### src/rtl/tilelink_pkg.sv
// TileLink-UL shared widths, A/D opcodes and the packed D-channel response
// descriptor used by the SRAM bridge and its response FIFO.
package tilelink_pkg;

    localparam int TL_AW   = 32;
    localparam int TL_DW   = 32;
    localparam int TL_DBW  = TL_DW / 8;
    localparam int TL_SZW  = 3;
    localparam int TL_SRCW = 8;
    localparam int TL_OFF  = $clog2(TL_DBW);

    typedef enum logic [2:0] {
        PutFullData    = 3'd0,
        PutPartialData = 3'd1,
        Get            = 3'd4
    } tl_a_opcode_e;

    typedef enum logic [2:0] {
        AccessAck     = 3'd0,
        AccessAckData = 3'd1
    } tl_d_opcode_e;

    typedef struct packed {
        tl_d_opcode_e        opcode;
        logic [TL_SZW-1:0]   size;
        logic [TL_SRCW-1:0]  source;
        logic [TL_DW-1:0]    data;
        logic                error;
    } tl_d_rsp_t;

    // Contiguous byte-lane mask covering 2**size bytes starting at lane lo.
    function automatic logic [TL_DBW-1:0] tl_full_mask(input logic [TL_SZW-1:0] size,
                                                       input logic [TL_OFF-1:0] lo);
        logic [TL_DBW-1:0] m;
        m = '0;
        for (int unsigned i = 0; i < TL_DBW; i++) begin
            if (i < (32'd1 << size)) m = {m[TL_DBW-2:0], 1'b1};
        end
        return m << lo;
    endfunction

endpackage

### src/rtl/tl_a_intf.sv
// TileLink-UL A channel bundle; the slave side returns only ready.
interface tl_a_intf;
    import tilelink_pkg::*;

    logic                valid;
    logic                ready;
    logic [2:0]          opcode;
    logic [TL_SZW-1:0]   size;
    logic [TL_SRCW-1:0]  source;
    logic [TL_AW-1:0]    address;
    logic [TL_DBW-1:0]   mask;
    logic [TL_DW-1:0]    data;

    modport master (output valid, opcode, size, source, address, mask, data, input ready);
    modport slave  (input valid, opcode, size, source, address, mask, data, output ready);

endinterface

### src/rtl/tl_rsp_fifo.sv
// Two-entry in-order FIFO of D-channel response descriptors with occupancy count.
module tl_rsp_fifo
    import tilelink_pkg::*;
(
    input  logic       clock,
    input  logic       reset,
    input  logic       push,
    input  tl_d_rsp_t  wdata,
    input  logic       pop,
    output tl_d_rsp_t  rdata,
    output logic [1:0] count
);

    tl_d_rsp_t mem [2];
    logic      wr_ptr;
    logic      rd_ptr;

    always_ff @(posedge clock or negedge reset) begin
        if (!reset) begin
            wr_ptr <= 1'b0;
            rd_ptr <= 1'b0;
            count  <= '0;
        end else begin
            if (push) wr_ptr <= ~wr_ptr;
            if (pop)  rd_ptr <= ~rd_ptr;
            count <= count + {1'b0, push} - {1'b0, pop};
        end
    end

    // Push and pop on a full FIFO write the slot being popped this same edge.
    always_ff @(posedge clock) begin
        if (push) mem[wr_ptr] <= wdata;
    end

    assign rdata = mem[rd_ptr];

endmodule

### src/rtl/tl_ul_sram_bridge.sv
// TileLink-UL slave to single-port synchronous SRAM with a 2-deep D response buffer.
// Define TL_SRAM_BRIDGE_ERRCHK_EN to reject malformed A requests with d_error.
module tl_ul_sram_bridge
    import tilelink_pkg::*;
#(
    parameter int SRAM_AW = 10
) (
    input  logic                clock,
    input  logic                reset,
    tl_a_intf.slave             a,
    output logic                d_valid,
    input  logic                d_ready,
    output tl_d_opcode_e        d_opcode,
    output logic [1:0]          d_param,
    output logic [TL_SZW-1:0]   d_size,
    output logic [TL_SRCW-1:0]  d_source,
    output logic [TL_DW-1:0]    d_data,
    output logic                d_error,
    output logic                sram_req,
    output logic                sram_we,
    output logic [SRAM_AW-1:0]  sram_addr,
    output logic [TL_DBW-1:0]   sram_wmask,
    output logic [TL_DW-1:0]    sram_wdata,
    input  logic [TL_DW-1:0]    sram_rdata
);

    localparam int OFF = TL_OFF;

    logic       a_fire;
    logic       a_err;
    logic       is_put;
    logic       inflight;
    logic [1:0] fifo_count;
    logic       fifo_empty;
    logic       push;
    logic       pop;
    logic       unused_addr;
    tl_d_rsp_t  rsp_q;
    tl_d_rsp_t  ft_rsp;
    tl_d_rsp_t  head_rsp;
    tl_d_rsp_t  d_rsp;

    // Credit depends only on registered occupancy, never on d_ready.
    assign a.ready = reset & ((fifo_count + {1'b0, inflight}) < 2'd2);
    assign a_fire  = a.valid & a.ready;
    assign is_put  = (a.opcode == PutFullData) || (a.opcode == PutPartialData);

`ifdef TL_SRAM_BRIDGE_ERRCHK_EN
    logic [OFF-1:0] addr_lo;
    assign addr_lo = a.address[OFF-1:0];

    always_comb begin
        a_err = 1'b0;
        if (!(is_put || a.opcode == Get))                              a_err = 1'b1;
        if (a.size > TL_SZW'(OFF))                                     a_err = 1'b1;
        else if ((addr_lo & OFF'((32'd1 << a.size) - 32'd1)) != '0)    a_err = 1'b1;
        if ((a.address >> (SRAM_AW + OFF)) != '0)                      a_err = 1'b1;
        if (a.opcode == PutFullData && a.mask != tl_full_mask(a.size, addr_lo))
            a_err = 1'b1;
    end
`else
    assign a_err = 1'b0;
`endif

    assign unused_addr = ^a.address;

    assign sram_req   = a_fire & ~a_err;
    assign sram_we    = sram_req & is_put;
    assign sram_addr  = a.address[SRAM_AW+OFF-1:OFF];
    assign sram_wmask = a.mask;
    assign sram_wdata = a.data;

    always_ff @(posedge clock or negedge reset) begin
        if (!reset) begin
            inflight <= 1'b0;
            rsp_q    <= '0;
        end else begin
            inflight <= a_fire;
            if (a_fire) begin
                rsp_q.opcode <= is_put ? AccessAck : AccessAckData;
                rsp_q.size   <= a.size;
                rsp_q.source <= a.source;
                rsp_q.data   <= '0;
                rsp_q.error  <= a_err;
            end
        end
    end

    always_comb begin
        ft_rsp = rsp_q;
        if (rsp_q.opcode == AccessAckData && !rsp_q.error) ft_rsp.data = sram_rdata;
    end

    assign fifo_empty = (fifo_count == 2'd0);
    assign pop        = ~fifo_empty & d_ready;
    assign push       = inflight & ~(fifo_empty & d_ready);

    tl_rsp_fifo u_fifo (
        .clock (clock),
        .reset (reset),
        .push  (push),
        .wdata (ft_rsp),
        .pop   (pop),
        .rdata (head_rsp),
        .count (fifo_count)
    );

    assign d_rsp    = fifo_empty ? ft_rsp : head_rsp;
    assign d_valid  = inflight | ~fifo_empty;
    assign d_opcode = d_rsp.opcode;
    assign d_param  = '0;
    assign d_size   = d_rsp.size;
    assign d_source = d_rsp.source;
    assign d_data   = d_rsp.data;
    assign d_error  = d_rsp.error;

endmodule

### src/flat_wrapper.sv
// flat-port wrapper written by rule: the top's interface ports become plain ports
module tl_ul_sram_bridge_flat import tilelink_pkg::*;
#(
    parameter int SRAM_AW = 10
)
  (clock, reset, d_valid, d_ready, d_opcode, d_param, d_size, d_source, d_data, d_error, sram_req, sram_we, sram_addr, sram_wmask, sram_wdata, sram_rdata, a_valid, a_opcode, a_size, a_source, a_address, a_mask, a_data, a_ready);
  tl_a_intf a_i ();
  input  logic clock;
  input  logic reset;
  output logic d_valid;
  input  logic d_ready;
  output tl_d_opcode_e d_opcode;
  output logic [1:0] d_param;
  output logic [TL_SZW-1:0] d_size;
  output logic [TL_SRCW-1:0] d_source;
  output logic [TL_DW-1:0] d_data;
  output logic d_error;
  output logic sram_req;
  output logic sram_we;
  output logic [SRAM_AW-1:0] sram_addr;
  output logic [TL_DBW-1:0] sram_wmask;
  output logic [TL_DW-1:0] sram_wdata;
  input  logic [TL_DW-1:0] sram_rdata;
  input wire logic [$bits(a_i.valid)-1:0] a_valid;
  input wire logic [$bits(a_i.opcode)-1:0] a_opcode;
  input wire logic [$bits(a_i.size)-1:0] a_size;
  input wire logic [$bits(a_i.source)-1:0] a_source;
  input wire logic [$bits(a_i.address)-1:0] a_address;
  input wire logic [$bits(a_i.mask)-1:0] a_mask;
  input wire logic [$bits(a_i.data)-1:0] a_data;
  output wire logic [$bits(a_i.ready)-1:0] a_ready;
  assign a_i.valid = a_valid;
  assign a_i.opcode = a_opcode;
  assign a_i.size = a_size;
  assign a_i.source = a_source;
  assign a_i.address = a_address;
  assign a_i.mask = a_mask;
  assign a_i.data = a_data;
  assign a_ready = a_i.ready;
  tl_ul_sram_bridge #(.SRAM_AW(SRAM_AW)) u_core (.clock(clock), .reset(reset), .a(a_i), .d_valid(d_valid), .d_ready(d_ready), .d_opcode(d_opcode), .d_param(d_param), .d_size(d_size), .d_source(d_source), .d_data(d_data), .d_error(d_error), .sram_req(sram_req), .sram_we(sram_we), .sram_addr(sram_addr), .sram_wmask(sram_wmask), .sram_wdata(sram_wdata), .sram_rdata(sram_rdata));
endmodule
### config.mk
export PLATFORM = sky130hd
export DESIGN_NAME = tl_ul_sram_bridge_flat
export DESIGN_NICKNAME = d
export VERILOG_FILES = /design/src/rtl/tilelink_pkg.sv /design/src/rtl/tl_a_intf.sv /design/src/rtl/tl_rsp_fifo.sv /design/src/rtl/tl_ul_sram_bridge.sv /design/src/flat_wrapper.sv
export SDC_FILE = /design/constraint.sdc
export NUM_CORES = 1
export LEC_CHECK = 0
export CORE_UTILIZATION = 35
export CTS_CLUSTER_SIZE = 14
export DETAILED_ROUTE_END_ITERATION = 6
export PLACE_DENSITY = 0.69
export RECOVER_POWER = 50
export SETUP_SLACK_MARGIN = 0.2
export SYNTH_ARGS = -nofsm -noshare
export SYNTH_HDL_FRONTEND = slang
export SYNTH_SLANG_ARGS = --single-unit
### constraint.sdc
create_clock -name clock -period 4.7 [get_ports clock]
set_input_delay 0.705 -clock clock [delete_from_list [all_inputs] [get_ports clock]]
set_output_delay 0.705 -clock clock [all_outputs]
set_load 0.005 [all_outputs]
==> results.cfg <==
[clocking]
cts_tree = yes
clk_pin_slew_ps = 70
cts-root-buf = clkbuf_16
cts.path.max_buffers = 2
cts_setup_buffers = 0
cts_buffers = 9
htreeDepth = 3
cts_hold_buf = 0
clk_latency_ps = 340
cts_resized = 0
numClockSinks = 105

[pwr]
pwr-share-clk = 0.214
p_per_area_nw_per_um2 = 603
power.internal_w = 0.00253
switching_share = 0.300
ir_drop_mv = 0.298
power_frac_comb = 0.377
switchingPower_w = 0.00108
p_leak_nw = 2.15
seqPwrFrac = 0.409

[final_layout]
syn2layout_area_growth_pct = 22.6
nNetsFinal = 542
final_common_cell = clkdlybuf4s50_1
num_antenna_cells = 0
final_cell_mix = clkdlybuf4s50_1, edfxtp_1, mux2i_1
layout-drive-gt1-share = 0.0818

[sta]
fin_tns_setup_ps = 0
report.final.setup_viol = 0
max_freq_mhz = 262
fin_crit_ps = 3810
finClkSkew_ps = 8.71
fin_crit_sh = 0.812
finalHoldViolations = 0
worstMarginPinSlew_ps = 1140
slew_violations = 0
setup_ws_ps = 885
max_slew_margin = 0.239
grt_setup_unrepaired = false

[die]
design.core.area_um2 = 13500
initial_utilization = 0.364
dieHeight_um = 120
num_io_pins = 217
die_w_um = 120
die_area_um2 = 14500
rows = 42

[route]
wl_per_cell_um = 15.1
num_vias = 2775
drt_first_pass_iters = 4
viasPerCell = 4.59
drc = 0
drtIter0Drc = 113
totalWireLength_um = 9120
antenna_left = 0

[min_path]
worstHoldStart = u_core.ft_rsp[39]$_DFFE_PN0P_
hp-class = reg2reg
worst_hold_path.num_cells = 0
holdPathEnd = u_core.u_fifo.mem[1][38]$_DFFE_PP_

[setup_path]
worst-path-buf-inv = 3
cpPeakStageDelay_ps = 800
r2r_cells = 5
worstPathCellList = dlygate4sd3_1 -> clkbuf_1 -> nand2_1 -> nor3_4 -> and2_1 -> clkdlybuf4s50_1
cp_data_required_time_ps = 3990
cp.arrival_ps = 3110
critPathMaxFanout = 19
r2r_end = u_core.u_fifo.mem[0][24]$_DFFE_PP_
crit_path_end_kind = output pin
r2r_slack_ps = 2060
crit_cells = 6
timing.rr.start = u_core.u_fifo.count[1]$_DFF_PN0_
cp_top_family = buffers and inverters
startpoint_type = input pin
critPathKind = in2out
cp_slowest_cell = clkbuf_1

[placed_design]
routabilityCongestion = 0.721
dpl_worst_slack_ps = 1580
port_buffers = 96
hpwl_um = 5850

[yosys]
ys_seq_area_frac = 0.627
yosys_warnings = 0
syn_inst = 374
synth_area_um2 = 4890
ys_ff_latch = 105
syn_avg_cell_area_um2 = 13.1
synthDistinctLibCells = 26

[global_route]
grt_pass1_vias = 2813
grt_usage = 0.131
gr-total-overflow = 0
grt_max_degree = 42
grt_pass1_wl_um = 14300
antenna_found_initial = 0

[run]
max_cap_violations = 0

[run_status]
status = completed
==> through the flow <==
stage / cells / total power, W / area [um^2] / util / hold slack (ps)
floorplan: 378 / 0.00217 / 4910 / - / 409
global placement: 588 / 0.00286 / 5690 / 0.423 / 471
detailed placement: 588 / 0.00289 / 5690 / 0.423 / 486
CTS: 604 / 0.00368 / 6000 / 0.446 / 504
global route: 604 / 0.00386 / 6000 / 0.446 / 513
finish: 604 / 0.00362 / 6000 / 0.446 / 500
==> worst max-delay path by stage <==
stage	start	endpoint	slack, ps
final	reset	sram_we	890
after global routing	reset	sram_we	560
after CTS	u_core.u_fifo.count[1]$_DFF_PN0_	d_data[17]	1270
after detailed placement	reset	sram_we	1580
after global placement	reset	sram_we	1590
after floorplan	d_ready	u_core.u_fifo.mem[0][0]$_DFFE_PP_	1490
==> worst register-to-register path: stages (launching register included) <==
cell	delay, ps
dfrtp_1	480
nor2_4	210
buf_4	310
a21bo_2	310
nor2_4	520
buf_4	460
==> power by group through the flow <==
stage,clock network (W),logic (W),registers (W)
after floorplan,0,0.000811,0.00136
after global placement,0,0.00137,0.00149
after detailed placement,0,0.00139,0.00151
after CTS,0.000800,0.00140,0.00148
after global routing,0.000833,0.00151,0.00151
final,0.000775,0.00136,0.00148
==> layer usage <==
metal	wire length, um	vias up	part of all wire	GRT usage
li1	-	1358	-	-
met1	4060	1293	0.45	0.162
met2	4220	101	0.46	0.210
met3	655	23	0.072	0.0434
met4	182	0	0.020	0.0571
met5	0	-	0	0
==> final cells by class <==
| type | instances | area (um^2) |
|---|---|---|
| Tap cell | 176 | 220 |
| Sequential cell | 105 | 3070 |
| Clock buffer | 13 | 240 |
| Multi-Input combinational cell | 202 | 1380 |
| Fill cell | 1271 | 7450 |
| Clock inverter | 3 | 68.8 |
| Inverter | 2 | 7.51 |
| Timing Repair Buffer | 103 | 1010 |
==> synth_stat cells, drive strengths merged <==
| library cell | count | area [um^2] |
|---|---|---|
| o21ai | 45 | 225 |
| dfrtp | 17 | 425 |
| nand2 | 45 | 169 |
| edfxtp | 88 | 2640 |
| nor3b | 1 | 7.51 |
| nand2b | 1 | 6.26 |
| inv | 2 | 7.51 |
| a21bo | 1 | 10.0 |
| conb | 1 | 3.75 |
| ha | 1 | 12.5 |
| and2 | 33 | 206 |
| nor4bb | 1 | 10.0 |
| buf | 60 | 438 |
| clkbuf | 9 | 33.8 |
| mux2 | 11 | 150 |
| mux2i | 46 | 460 |
| xnor2 | 3 | 26.3 |
| and3b | 1 | 8.76 |
| a21boi | 1 | 7.51 |
| a21oi | 1 | 5.00 |
| nor3 | 1 | 16.3 |
| nor2 | 4 | 15.0 |
| or3 | 1 | 6.26 |
==> registers in the layout (all words and copies together), names as in the netlist <==
register              count
u_core.u_fifo.count       2
u_core.u_fifo.mem        88
u_core.inflight           1
u_core.u_fifo.wr_ptr      1
u_core.u_fifo.rd_ptr      1
u_core.ft_rsp            12
==> cell families after synthesis <==
logic type / count (synthesis) / share of synthesized area
AND/OR/NAND/NOR: 88 / 0.0910
buffers and inverters: 71 / 0.0979
flip-flops: 105 / 0.627
AO/OA/AOI/OAI: 48 / 0.0506
adder cells (fa/ha/maj): 1 / 0.00256
multiplexers: 57 / 0.125
other: 1 / 0.000766
XOR/XNOR: 3 / 0.00537
Note: power is estimated with default switching activity, not from simulation.
